**config.mk**
```make
export PLATFORM = sky130hd
export DESIGN_NAME = ifc_combine_pipe_flat
export DESIGN_NICKNAME = d
export VERILOG_FILES = /design/src/rtl/ifc_combine_pipe_if.sv /design/src/rtl/ifc_combine_pipe.sv /design/src/flat_wrapper.sv
export SDC_FILE = /design/constraint.sdc
export NUM_CORES = 1
export LEC_CHECK = 0
export CORE_MARGIN = 1.5
export CORE_UTILIZATION = 36
export DETAILED_ROUTE_END_ITERATION = 6
export PLACE_DENSITY_LB_ADDON = 0.1
export SKIP_LAST_GASP = 1
export SYNTH_ARGS = -nofsm -noshare
export SYNTH_HDL_FRONTEND = slang
export SYNTH_SLANG_ARGS = --single-unit
```
**constraint.sdc**
```tcl
create_clock -name clk -period 4.8 [get_ports clk]
set_clock_uncertainty 0.1 [all_clocks]
set_input_delay 0.96 -clock clk [delete_from_list [all_inputs] [get_ports clk]]
set_output_delay 0.96 -clock clk [all_outputs]
set_load 0.05 [all_outputs]
```
**src/rtl/ifc_combine_pipe_if.sv**
```systemverilog
// Handshake and data bundle for ifc_combine_pipe: input transfer, result and flow control.
// master = producer/consumer side (testbench or upstream), slave = the pipeline itself.
interface ifc_combine_pipe_if #(
  parameter int NA  = 8,
  parameter int NX  = 16,
  parameter int NCH = 4
);
  localparam int CW = (NCH > 1) ? $clog2(NCH) : 1;

  logic          in_valid;
  logic          in_ready;
  logic [CW-1:0] in_ch;
  logic          in_mode;
  logic          in_clr;
  logic [NA-1:0] a;
  logic [NA-1:0] b;
  logic [NX-1:0] ifc_x;
  logic [NX-1:0] ifc_y;
  logic          out_valid;
  logic          out_ready;
  logic [CW-1:0] out_ch;
  logic [NX-1:0] ifc_z;

  modport master (
    output in_valid, in_ch, in_mode, in_clr, a, b, ifc_x, ifc_y, out_ready,
    input  in_ready, out_valid, out_ch, ifc_z
  );

  modport slave (
    input  in_valid, in_ch, in_mode, in_clr, a, b, ifc_x, ifc_y, out_ready,
    output in_ready, out_valid, out_ch, ifc_z
  );
endinterface

```
**src/rtl/ifc_combine_pipe.sv**
```systemverilog
// Two-stage combine/accumulate pipeline: Z = (A|B) | (X+Y), optionally summed into a per-channel accumulator.
// Define IFC_COMBINE_SAT_EN to make the X+Y sum and the accumulation saturate instead of wrapping.
module ifc_combine_pipe #(
  parameter int NA  = 8,
  parameter int NX  = 16,
  parameter int NCH = 4
) (
  input logic clk,
  input logic rst,
  ifc_combine_pipe_if.slave bus
);
  localparam int CW = (NCH > 1) ? $clog2(NCH) : 1;

  if (NX < NA) begin : g_width_check
    $error("ifc_combine_pipe: NX must be >= NA");
  end

  logic          en;
  logic          v1;
  logic          mode1;
  logic          clr1;
  logic [CW-1:0] ch1;
  logic [NX-1:0] l1;
  logic [NX-1:0] s1;
  logic [NX-1:0] s_next;

  logic          out_valid_q;
  logic [CW-1:0] out_ch_q;
  logic [NX-1:0] z_q;
  logic [NX-1:0] acc [NCH];

  logic [NX-1:0] r2;
  logic [NX-1:0] acc_cur;
  logic [NX-1:0] acc_base;
  logic [NX-1:0] acc_sum;
  logic          acc_hit;
  logic          acc_wr;

  assign en           = !out_valid_q || bus.out_ready;
  assign bus.in_ready = rst || en;
  assign bus.out_valid = out_valid_q;
  assign bus.out_ch    = out_ch_q;
  assign bus.ifc_z     = z_q;

`ifdef IFC_COMBINE_SAT_EN
  logic [NX:0] s_full;
  assign s_full = {1'b0, bus.ifc_x} + {1'b0, bus.ifc_y};
  assign s_next = s_full[NX] ? '1 : s_full[NX-1:0];
`else
  assign s_next = bus.ifc_x + bus.ifc_y;
`endif

  always_ff @(posedge clk) begin
    if (rst) begin
      v1    <= 1'b0;
      mode1 <= 1'b0;
      clr1  <= 1'b0;
      ch1   <= '0;
      l1    <= '0;
      s1    <= '0;
    end else if (en) begin
      v1    <= bus.in_valid;
      mode1 <= bus.in_mode;
      clr1  <= bus.in_clr;
      ch1   <= bus.in_ch;
      l1    <= NX'(bus.a | bus.b);
      s1    <= s_next;
    end
  end

  // Channel lookup by comparison so out-of-range indices simply miss instead of indexing past the array.
  always_comb begin
    acc_hit = 1'b0;
    acc_cur = '0;
    for (int i = 0; i < NCH; i++) begin
      if (ch1 == CW'(i)) begin
        acc_hit = 1'b1;
        acc_cur = acc[i];
      end
    end
  end

  assign r2       = l1 | s1;
  assign acc_base = clr1 ? '0 : acc_cur;
  assign acc_wr   = v1 && mode1 && acc_hit;

`ifdef IFC_COMBINE_SAT_EN
  logic [NX:0] acc_full;
  assign acc_full = {1'b0, acc_base} + {1'b0, r2};
  assign acc_sum  = acc_full[NX] ? '1 : acc_full[NX-1:0];
`else
  assign acc_sum = acc_base + r2;
`endif

  // Accumulators live entirely in stage 2, so consecutive same-channel updates chain without a hazard.
  always_ff @(posedge clk) begin
    if (rst) begin
      out_valid_q <= 1'b0;
      out_ch_q    <= '0;
      z_q         <= '0;
      for (int i = 0; i < NCH; i++) begin
        acc[i] <= '0;
      end
    end else if (en) begin
      out_valid_q <= v1;
      if (v1) begin
        out_ch_q <= ch1;
        z_q      <= acc_wr ? acc_sum : r2;
      end
      for (int i = 0; i < NCH; i++) begin
        if (acc_wr && ch1 == CW'(i)) begin
          acc[i] <= acc_sum;
        end
      end
    end
  end
endmodule

```
**src/flat_wrapper.sv**
```systemverilog
// flat-port wrapper written by rule: the top's interface ports become plain ports
module ifc_combine_pipe_flat 
#(
  parameter int NA  = 8,
  parameter int NX  = 16,
  parameter int NCH = 4
)
  (clk, rst, bus_in_valid, bus_in_ch, bus_in_mode, bus_in_clr, bus_a, bus_b, bus_ifc_x, bus_ifc_y, bus_out_ready, bus_in_ready, bus_out_valid, bus_out_ch, bus_ifc_z);
  ifc_combine_pipe_if #(.NA(NA), .NX(NX), .NCH(NCH)) bus_i ();
  input logic clk;
  input logic rst;
  input wire logic [$bits(bus_i.in_valid)-1:0] bus_in_valid;
  input wire logic [$bits(bus_i.in_ch)-1:0] bus_in_ch;
  input wire logic [$bits(bus_i.in_mode)-1:0] bus_in_mode;
  input wire logic [$bits(bus_i.in_clr)-1:0] bus_in_clr;
  input wire logic [$bits(bus_i.a)-1:0] bus_a;
  input wire logic [$bits(bus_i.b)-1:0] bus_b;
  input wire logic [$bits(bus_i.ifc_x)-1:0] bus_ifc_x;
  input wire logic [$bits(bus_i.ifc_y)-1:0] bus_ifc_y;
  input wire logic [$bits(bus_i.out_ready)-1:0] bus_out_ready;
  output wire logic [$bits(bus_i.in_ready)-1:0] bus_in_ready;
  output wire logic [$bits(bus_i.out_valid)-1:0] bus_out_valid;
  output wire logic [$bits(bus_i.out_ch)-1:0] bus_out_ch;
  output wire logic [$bits(bus_i.ifc_z)-1:0] bus_ifc_z;
  assign bus_i.in_valid = bus_in_valid;
  assign bus_i.in_ch = bus_in_ch;
  assign bus_i.in_mode = bus_in_mode;
  assign bus_i.in_clr = bus_in_clr;
  assign bus_i.a = bus_a;
  assign bus_i.b = bus_b;
  assign bus_i.ifc_x = bus_ifc_x;
  assign bus_i.ifc_y = bus_ifc_y;
  assign bus_i.out_ready = bus_out_ready;
  assign bus_in_ready = bus_i.in_ready;
  assign bus_out_valid = bus_i.out_valid;
  assign bus_out_ch = bus_i.out_ch;
  assign bus_ifc_z = bus_i.ifc_z;
  ifc_combine_pipe #(.NA(NA), .NX(NX), .NCH(NCH)) u_core (.clk(clk), .rst(rst), .bus(bus_i));
endmodule
```
==> impl_metrics.xml, run 1 <==
<?xml version="1.0" encoding="UTF-8"?>
<metrics>
  <group name="status">
    <metric name="result_of_the_run" unit="">finished, final reports clean</metric>
  </group>
  <group name="clock_network">
    <metric name="ctsHoldBuffers" unit="">0</metric>
    <metric name="clkTransAtPathRegs" unit="ps">70</metric>
    <metric name="clock-sinks" unit="">112</metric>
    <metric name="cts-buffers-inserted" unit="">9</metric>
    <metric name="htreeDepth" unit="">3</metric>
    <metric name="clkLatencyLatePin" unit="ps">350</metric>
    <metric name="tritoncts" unit="">done</metric>
    <metric name="clock_tree.root_cell" unit="">clkbuf_16</metric>
    <metric name="max-clock-path-buffers" unit="">2</metric>
    <metric name="postCtsResizedCells" unit="">0</metric>
    <metric name="post-cts-setup-buffer-count" unit="">0</metric>
  </group>
  <group name="critical_path">
    <metric name="crit_path_end" unit="">u_core.acc[0][47]</metric>
    <metric name="timing.reg2reg.setup_slack" unit="ps">920</metric>
    <metric name="crit_path_start" unit="">u_core.ch1[1]</metric>
    <metric name="timing.rr.end" unit="">u_core.acc[0][47]</metric>
    <metric name="crit_path_start_kind" unit="">flip-flop</metric>
    <metric name="crit-reg2reg-launch" unit="">u_core.ch1[1]</metric>
    <metric name="timing.critical_path.slowest_stage_cell" unit="">dfxtp_1</metric>
    <metric name="critical_path.top_delay_family" unit="">compound AO/OA/AOI/OAI gates</metric>
    <metric name="worstPathArrival" unit="ps">3850</metric>
    <metric name="critical_path_buf_inv_count" unit="">1</metric>
    <metric name="cp.required" unit="ps">4780</metric>
    <metric name="crit_path_max_fanout" unit="">15</metric>
    <metric name="worstPathCellList" unit="">buf_4, mux4_2, nor2b_1, ha_1, a21oi_1, nand2_1, a211o_1, o21ai_1, o21ai_1, xnor2_1, nor2_1</metric>
    <metric name="r2r_cells" unit="">11</metric>
    <metric name="cp_common_cell" unit="">o21ai_1</metric>
    <metric name="crit_cells" unit="">11</metric>
    <metric name="worst_setup_path_end_kind" unit="">flip-flop</metric>
    <metric name="category_of_the_most_critical_setup_path" unit="">flip-flop to flip-flop</metric>
    <metric name="largest_stage_delay_on_the_critical_path" unit="ps">810</metric>
  </group>
  <group name="routing">
    <metric name="drt_first_pass_iters" unit="">6</metric>
    <metric name="ant_nets" unit="">0</metric>
    <metric name="routed_wirelength" unit="um">15600</metric>
    <metric name="drt_first_iter_violations" unit="">225</metric>
    <metric name="remaining_drc_errors" unit="">0</metric>
    <metric name="detail_route.wl_per_cell" unit="um">17.2</metric>
    <metric name="routed_via_count_divided_by_cell_count" unit="">5.24</metric>
    <metric name="total_number_of_vias" unit="">4749</metric>
  </group>
  <group name="synth">
    <metric name="post_synth_num_cell_types" unit="">53</metric>
    <metric name="avgSynthCellArea" unit="um^2">9.80</metric>
    <metric name="syn-instance-count" unit="">616</metric>
    <metric name="prevailing_post_synth_register_cell" unit="">edfxtp_1</metric>
    <metric name="synth.cell_area" unit="mm^2">0.00604</metric>
    <metric name="synth.net_count" unit="">704</metric>
    <metric name="seq_area_frac_synth" unit="%">47.7</metric>
    <metric name="count_of_flip_flops_with_a_built_in_enable_after_synthesis" unit="">64</metric>
    <metric name="synth_warnings" unit="">0</metric>
    <metric name="postSynthRegisterBits" unit="">112</metric>
    <metric name="post_synth_arst_share" unit="%">0</metric>
  </group>
  <group name="power_and_ir_drop">
    <metric name="power_density" unit="mW/mm^2">346</metric>
    <metric name="max-vdd-ir-drop" unit="mV">0.188</metric>
    <metric name="p_leak" unit="nW">2.80</metric>
  </group>
  <group name="cells_and_area">
    <metric name="mostFrequentLayoutCell" unit="">nor2_1</metric>
    <metric name="most-common-layout-cells" unit="">nor2_1, clkdlybuf4s50_1, edfxtp_1, nand2_1, a21oi_1</metric>
    <metric name="drive_gt1_share" unit="%">8.01</metric>
    <metric name="n_fill_cell" unit="">1617</metric>
    <metric name="syn2layout_area_growth" unit="%">21.6</metric>
    <metric name="final_nets" unit="">770</metric>
    <metric name="fin_cells" unit="">907</metric>
    <metric name="antennaDiodeCount" unit="">0</metric>
    <metric name="finalCoreUtilization" unit="%">44.6</metric>
  </group>
  <group name="sta">
    <metric name="final-max-slew-violation-count" unit="">0</metric>
    <metric name="finalSetupViolations" unit="">0</metric>
    <metric name="fin_tns_setup" unit="ps">0</metric>
    <metric name="hold_violations" unit="">0</metric>
    <metric name="rsz0062_at_grt" unit="">no</metric>
    <metric name="max_slew.worst_pin.slew" unit="ps">864</metric>
    <metric name="post-route-worst-setup-slack" unit="ps">922</metric>
    <metric name="hold_slack" unit="ps">348</metric>
    <metric name="final_period_minus_worst_setup_slack" unit="ps">3880</metric>
    <metric name="max_freq" unit="GHz">0.258</metric>
    <metric name="final.period_utilization" unit="%">80.8</metric>
    <metric name="max-slew-margin-rel" unit="%">42.3</metric>
  </group>
  <group name="flow_run">
    <metric name="cap_viol_max_count" unit="">0</metric>
  </group>
  <group name="global_routing">
    <metric name="grt_util_all_layers" unit="%">18.5</metric>
    <metric name="maximum_number_of_pins_on_one_net_before_global_route_repair" unit="">29</metric>
    <metric name="grt_pass1_wl" unit="um">25100</metric>
    <metric name="antenna_violations_before_repair" unit="">0</metric>
    <metric name="first_global_vias" unit="">4795</metric>
    <metric name="globalRouteOverflowTotal" unit="">0</metric>
  </group>
  <group name="placed_design">
    <metric name="setup_slack_placement" unit="ps">957</metric>
    <metric name="gp_congestion" unit="">0.880</metric>
    <metric name="post-place-cells" unit="">891</metric>
    <metric name="number_of_port_buffers" unit="">75</metric>
    <metric name="detailedPlacementHpwl" unit="um">11400</metric>
  </group>
  <group name="floorplanning">
    <metric name="dieHeight" unit="um">133</metric>
    <metric name="fp.dieArea" unit="mm^2">0.0176</metric>
    <metric name="num_rows" unit="">47</metric>
    <metric name="fp.coreArea" unit="mm^2">0.0165</metric>
    <metric name="ios" unit="">76</metric>
    <metric name="die_x_extent" unit="um">133</metric>
    <metric name="initial_utilization" unit="%">36.7</metric>
  </group>
  <group name="worst_hold_path">
    <metric name="hold_path.class" unit="">flip-flop to flip-flop</metric>
  </group>
</metrics>
## metrics by stage
stage                     cell area (um^2)  power, mW
after global placement                7030       1.75
final                                 7340       2.54
after detailed placement              7030       1.75
after CTS                             7340       2.55
after floorplan                       6040       1.55
after global routing                  7340       2.66
## logic make-up after synthesis
| family | Yosys count | synth area share [%] |
|---|---|---|
| multiplexers | 18 | 6.09 |
| AO/OA/AOI/OAI | 133 | 14.3 |
| adder cells (fa/ha/maj) | 32 | 6.88 |
| AND/OR/NAND/NOR | 253 | 18.8 |
| XOR/XNOR | 24 | 3.48 |
| flip-flops | 112 | 47.7 |
| buffers and inverters | 44 | 2.76 |
## metal layers
| metal | track usage [%] | routed length (um) | share of wire (%) | up-vias |
|---|---|---|---|---|
| met3 | 2.87 | 749 | 4.8 | 10 |
| li1 | - | - | - | 2341 |
| met1 | 24.0 | 7080 | 45 | 2275 |
| met5 | 0 | 0 | 0 | - |
| met2 | 31.6 | 7520 | 48 | 123 |
| met4 | 6.29 | 216 | 1.4 | 0 |
## synth_stat cells (5+ instances only)
cell type	number	area share, %
mux4_2	15	5.6
a21oi_1	53	4.4
a211o_1	6	0.87
nand2_1	62	3.9
nor2_1	110	6.8
clkbuf_1	29	1.8
nand3_1	7	0.58
xnor2_1	16	2.3
nor3_1	20	1.7
xor2_1	8	1.2
o21ai_0	14	1.2
or2_2	8	0.83
edfxtp_1	64	32
a21o_1	7	0.87
nand2b_1	11	1.1
nor2b_1	21	2.2
dfxtp_1	48	16
ha_1	30	6.2
o21a_1	5	0.62
a211oi_1	12	1.5
inv_1	12	0.75
o21ai_1	5	0.41
## worst min path at each step
| stage | slack [ps] | endpoint | start | cells past startpoint |
|---|---|---|---|---|
| after floorplan | 330 | u_core.s1[4] | u_core.s1[4] | 2 |
| after global placement | 330 | u_core.s1[6] | u_core.s1[6] | 2 |
| after detailed placement | 340 | u_core.s1[5] | u_core.s1[5] | 2 |
| after CTS | 350 | u_core.s1[5] | u_core.s1[5] | 2 |
| after global routing | 370 | u_core.s1[0] | u_core.s1[0] | 2 |
| final | 350 | u_core.s1[7] | u_core.s1[7] | 2 |
## sequential cells by signal (all words and copies together), names as in the netlist
register / cells
u_core.acc: 64
u_core.bus.ifc_z: 16
u_core.s1: 16
u_core.l1: 8
u_core.bus.out_ch: 2
u_core.ch1: 2
u_core.bus.out_valid: 1
u_core.clr1: 1
u_core.mode1: 1
u_core.v1: 1
## layout make-up
| cell class | instances | area [um^2] | area share (%) |
|---|---|---|---|
| clock buffer | 11 | 233 | 3.17 |
| inverter | 12 | 45.0 | 0.613 |
| multi-input combinational | 460 | 2990 | 40.8 |
| clock inverter | 5 | 80.1 | 1.09 |
| timing repair buffer | 87 | 833 | 11.3 |
| sequential | 112 | 2880 | 39.3 |
| tap | 220 | 275 | 3.75 |
## worst min-delay path, delay by kind of cell, from the launching register on
kind / cells / cell delay (ps)
DFF: 1 / 310
and+or+nand+nor: 1 / 50
AOI/OAI and AO/OA: 1 / 50
## power breakdown
group          switching [mW]  total [mW]  internal, mW
clock network           0.339       0.797         0.458
logic                   0.376       0.633         0.257
registers              0.0367        1.11          1.07
total                   0.752        2.54          1.78
No activity file was read; power rests on OpenSTA's default activity.
==> inputs of run 2 (changes only) <==
==> constraint.sdc (replaced) <==
create_clock -name clk -period 4 [get_ports clk]
set_clock_uncertainty 0.1 [all_clocks]
set_input_delay 0.8 -clock clk [delete_from_list [all_inputs] [get_ports clk]]
set_output_delay 0.8 -clock clk [all_outputs]
set_load 0.05 [all_outputs]
==> run 2 against run 1 <==
First-iteration DRC count increased by 19%; die area did not move; final cell count up 1.1%; sequential power grew 19%; highest routed layer unchanged; non-clock buffer count is 10 higher; critical path type unchanged; sequential share of layout area decreased by 0.21 points; hold slack improved by 1.9 ps; register-to-register slack got worse by 590 ps.
==> impl_metrics.xml, run 2 (synthesis gave the netlist of run 1 again) <==
<?xml version="1.0" encoding="UTF-8"?>
<metrics>
  <group name="sta">
    <metric name="final-max-slew-violation-count" unit="">0</metric>
    <metric name="finalSetupViolations" unit="">0</metric>
    <metric name="rsz0062_at_grt" unit="">no</metric>
    <metric name="max_freq" unit="GHz">0.272</metric>
    <metric name="final_period_minus_worst_setup_slack" unit="ps">3670</metric>
    <metric name="max_slew.worst_pin.slew" unit="ps">751</metric>
    <metric name="fin_tns_setup" unit="ps">0</metric>
    <metric name="hold_violations" unit="">0</metric>
    <metric name="max-slew-margin-rel" unit="%">49.8</metric>
    <metric name="final.period_utilization" unit="%">91.8</metric>
  </group>
  <group name="power_and_ir_drop">
    <metric name="max-vdd-ir-drop" unit="mV">0.257</metric>
    <metric name="p_leak" unit="nW">2.84</metric>
    <metric name="power_density" unit="mW/mm^2">398</metric>
    <metric name="totalPowerFinal" unit="mW">2.93</metric>
  </group>
  <group name="routing">
    <metric name="routed_wirelength" unit="um">16100</metric>
    <metric name="drt_first_pass_iters" unit="">4</metric>
    <metric name="detail_route.wl_per_cell" unit="um">17.5</metric>
    <metric name="total_number_of_vias" unit="">4764</metric>
    <metric name="ant_nets" unit="">0</metric>
    <metric name="remaining_drc_errors" unit="">0</metric>
    <metric name="drt_first_iter_violations" unit="">268</metric>
    <metric name="routed_via_count_divided_by_cell_count" unit="">5.20</metric>
  </group>
  <group name="cells_and_area">
    <metric name="final_nets" unit="">780</metric>
    <metric name="syn2layout_area_growth" unit="%">22.2</metric>
    <metric name="antennaDiodeCount" unit="">0</metric>
    <metric name="n_fill_cell" unit="">1598</metric>
    <metric name="seq_area" unit="mm^2">0.00288</metric>
    <metric name="drive_gt1_share" unit="%">9.33</metric>
    <metric name="finalCoreUtilization" unit="%">44.8</metric>
    <metric name="flip_flop_count_of_the_largest_register_after_layout" unit="">64</metric>
    <metric name="registers.top_by_ff_count" unit="">u_core.acc</metric>
    <metric name="fin_cells" unit="">917</metric>
    <metric name="mostFrequentLayoutCell" unit="">nor2_1</metric>
    <metric name="most-common-layout-cells" unit="">nor2_1, clkdlybuf4s50_1, edfxtp_1, nand2_1, a21oi_1</metric>
    <metric name="multiInputGateArea" unit="mm^2">0.00299</metric>
  </group>
  <group name="floorplanning">
    <metric name="initial_utilization" unit="%">36.7</metric>
    <metric name="dieHeight" unit="um">133</metric>
    <metric name="die_x_extent" unit="um">133</metric>
    <metric name="fp.coreArea" unit="mm^2">0.0165</metric>
    <metric name="ios" unit="">76</metric>
    <metric name="num_rows" unit="">47</metric>
    <metric name="fp.dieArea" unit="mm^2">0.0176</metric>
  </group>
  <group name="placed_design">
    <metric name="post-place-cells" unit="">901</metric>
    <metric name="number_of_port_buffers" unit="">75</metric>
    <metric name="gp_congestion" unit="">0.925</metric>
    <metric name="detailedPlacementHpwl" unit="um">12100</metric>
  </group>
  <group name="clock_network">
    <metric name="max-clock-path-buffers" unit="">2</metric>
    <metric name="clkLatencyLatePin" unit="ps">360</metric>
    <metric name="clock_tree.root_cell" unit="">clkbuf_16</metric>
    <metric name="ctsHoldBuffers" unit="">0</metric>
    <metric name="tritoncts" unit="">done</metric>
    <metric name="htreeDepth" unit="">3</metric>
    <metric name="clkTransAtPathRegs" unit="ps">70</metric>
    <metric name="postCtsResizedCells" unit="">0</metric>
    <metric name="cts-buffers-inserted" unit="">9</metric>
    <metric name="clock-sinks" unit="">112</metric>
    <metric name="post-cts-setup-buffer-count" unit="">0</metric>
  </group>
  <group name="global_routing">
    <metric name="antenna_violations_before_repair" unit="">0</metric>
    <metric name="grt_met1_usage" unit="%">24.5</metric>
    <metric name="met3_usage" unit="%">4.60</metric>
    <metric name="first_global_vias" unit="">4859</metric>
    <metric name="global_route.peak_usage_layer" unit="">met2</metric>
    <metric name="grt_pass1_wl" unit="um">25800</metric>
    <metric name="maximum_number_of_pins_on_one_net_before_global_route_repair" unit="">31</metric>
    <metric name="globalRouteOverflowTotal" unit="">0</metric>
    <metric name="gr-usage-met2" unit="%">32.4</metric>
    <metric name="grt_util_all_layers" unit="%">19.1</metric>
  </group>
  <group name="critical_path">
    <metric name="cp.required" unit="ps">3980</metric>
    <metric name="category_of_the_most_critical_setup_path" unit="">flip-flop to flip-flop</metric>
    <metric name="crit_path_start_kind" unit="">flip-flop</metric>
    <metric name="worstPathArrival" unit="ps">3650</metric>
    <metric name="crit_path_max_fanout" unit="">10</metric>
    <metric name="worst_setup_path_end_kind" unit="">flip-flop</metric>
  </group>
  <group name="status">
    <metric name="result_of_the_run" unit="">finished, final reports clean</metric>
  </group>
  <group name="flow_run">
    <metric name="cap_viol_max_count" unit="">0</metric>
  </group>
  <group name="worst_hold_path">
    <metric name="hold_path.class" unit="">flip-flop to flip-flop</metric>
  </group>
</metrics>
-- run 2: cell types whose count changed in the layout (fill, tap and decap cells not counted), sizes merged --
cell and delta:
clkbuf -1, buf +10, clkinv +3, bufinv -2
-- run 2: through the flow --
step	hold WS [ps]	setup slack [ps]	cell area [um^2]
3_3_place_gp	336	439	7120
6_report	350	328	7380
4_1_cts	352	347	7380
2_1_floorplan	327	468	6040
5_1_grt	369	81.4	7380
3_5_place_dp	342	355	7120
-- run 2: worst max-delay path: stages, from the launching register on --
cell	delay, ps
dfxtp_1	480
buf_4	270
mux4_2	500
nor2b_1	150
ha_1	380
a21oi_1	270
nand2_1	140
a211o_1	310
o21ai_1	230
o21ai_1	130
xnor2_1	360
nor2_1	80
-- run 2: final timing paths --
check / start / end / slack [ps] / depth (start not counted)
max: u_core.ch1[0] / u_core.acc[0][47] / 330 / 11
min: u_core.s1[6] / u_core.s1[6] / 350 / 2
max reg2reg: u_core.ch1[0] / u_core.acc[0][47] / 330 / 11
min reg2reg: u_core.s1[6] / u_core.s1[6] / 350 / 2
-- run 2: power breakdown --
| group | total [mW] | switching [mW] | internal (mW) |
|---|---|---|---|
| combinational | 0.777 | 0.459 | 0.318 |
| clock | 0.833 | 0.413 | 0.420 |
| sequential | 1.32 | 0.0419 | 1.28 |
| total | 2.93 | 0.915 | 2.02 |
-- run 2: cell type report --
type	count	area share (%)
clock buffer	10	3.10
clock inverter	6	0.475
inverter	12	0.610
multi-input combinational	460	40.5
sequential	112	39.1
tap	220	3.73
timing repair buffer	97	12.5
-- run 2: layer usage --
layer / vias to the layer above / routed length [um]
met5: - / 0
li1: 2361 / -
met4: 0 / 225
met1: 2267 / 7310
met2: 119 / 7660
met3: 17 / 889
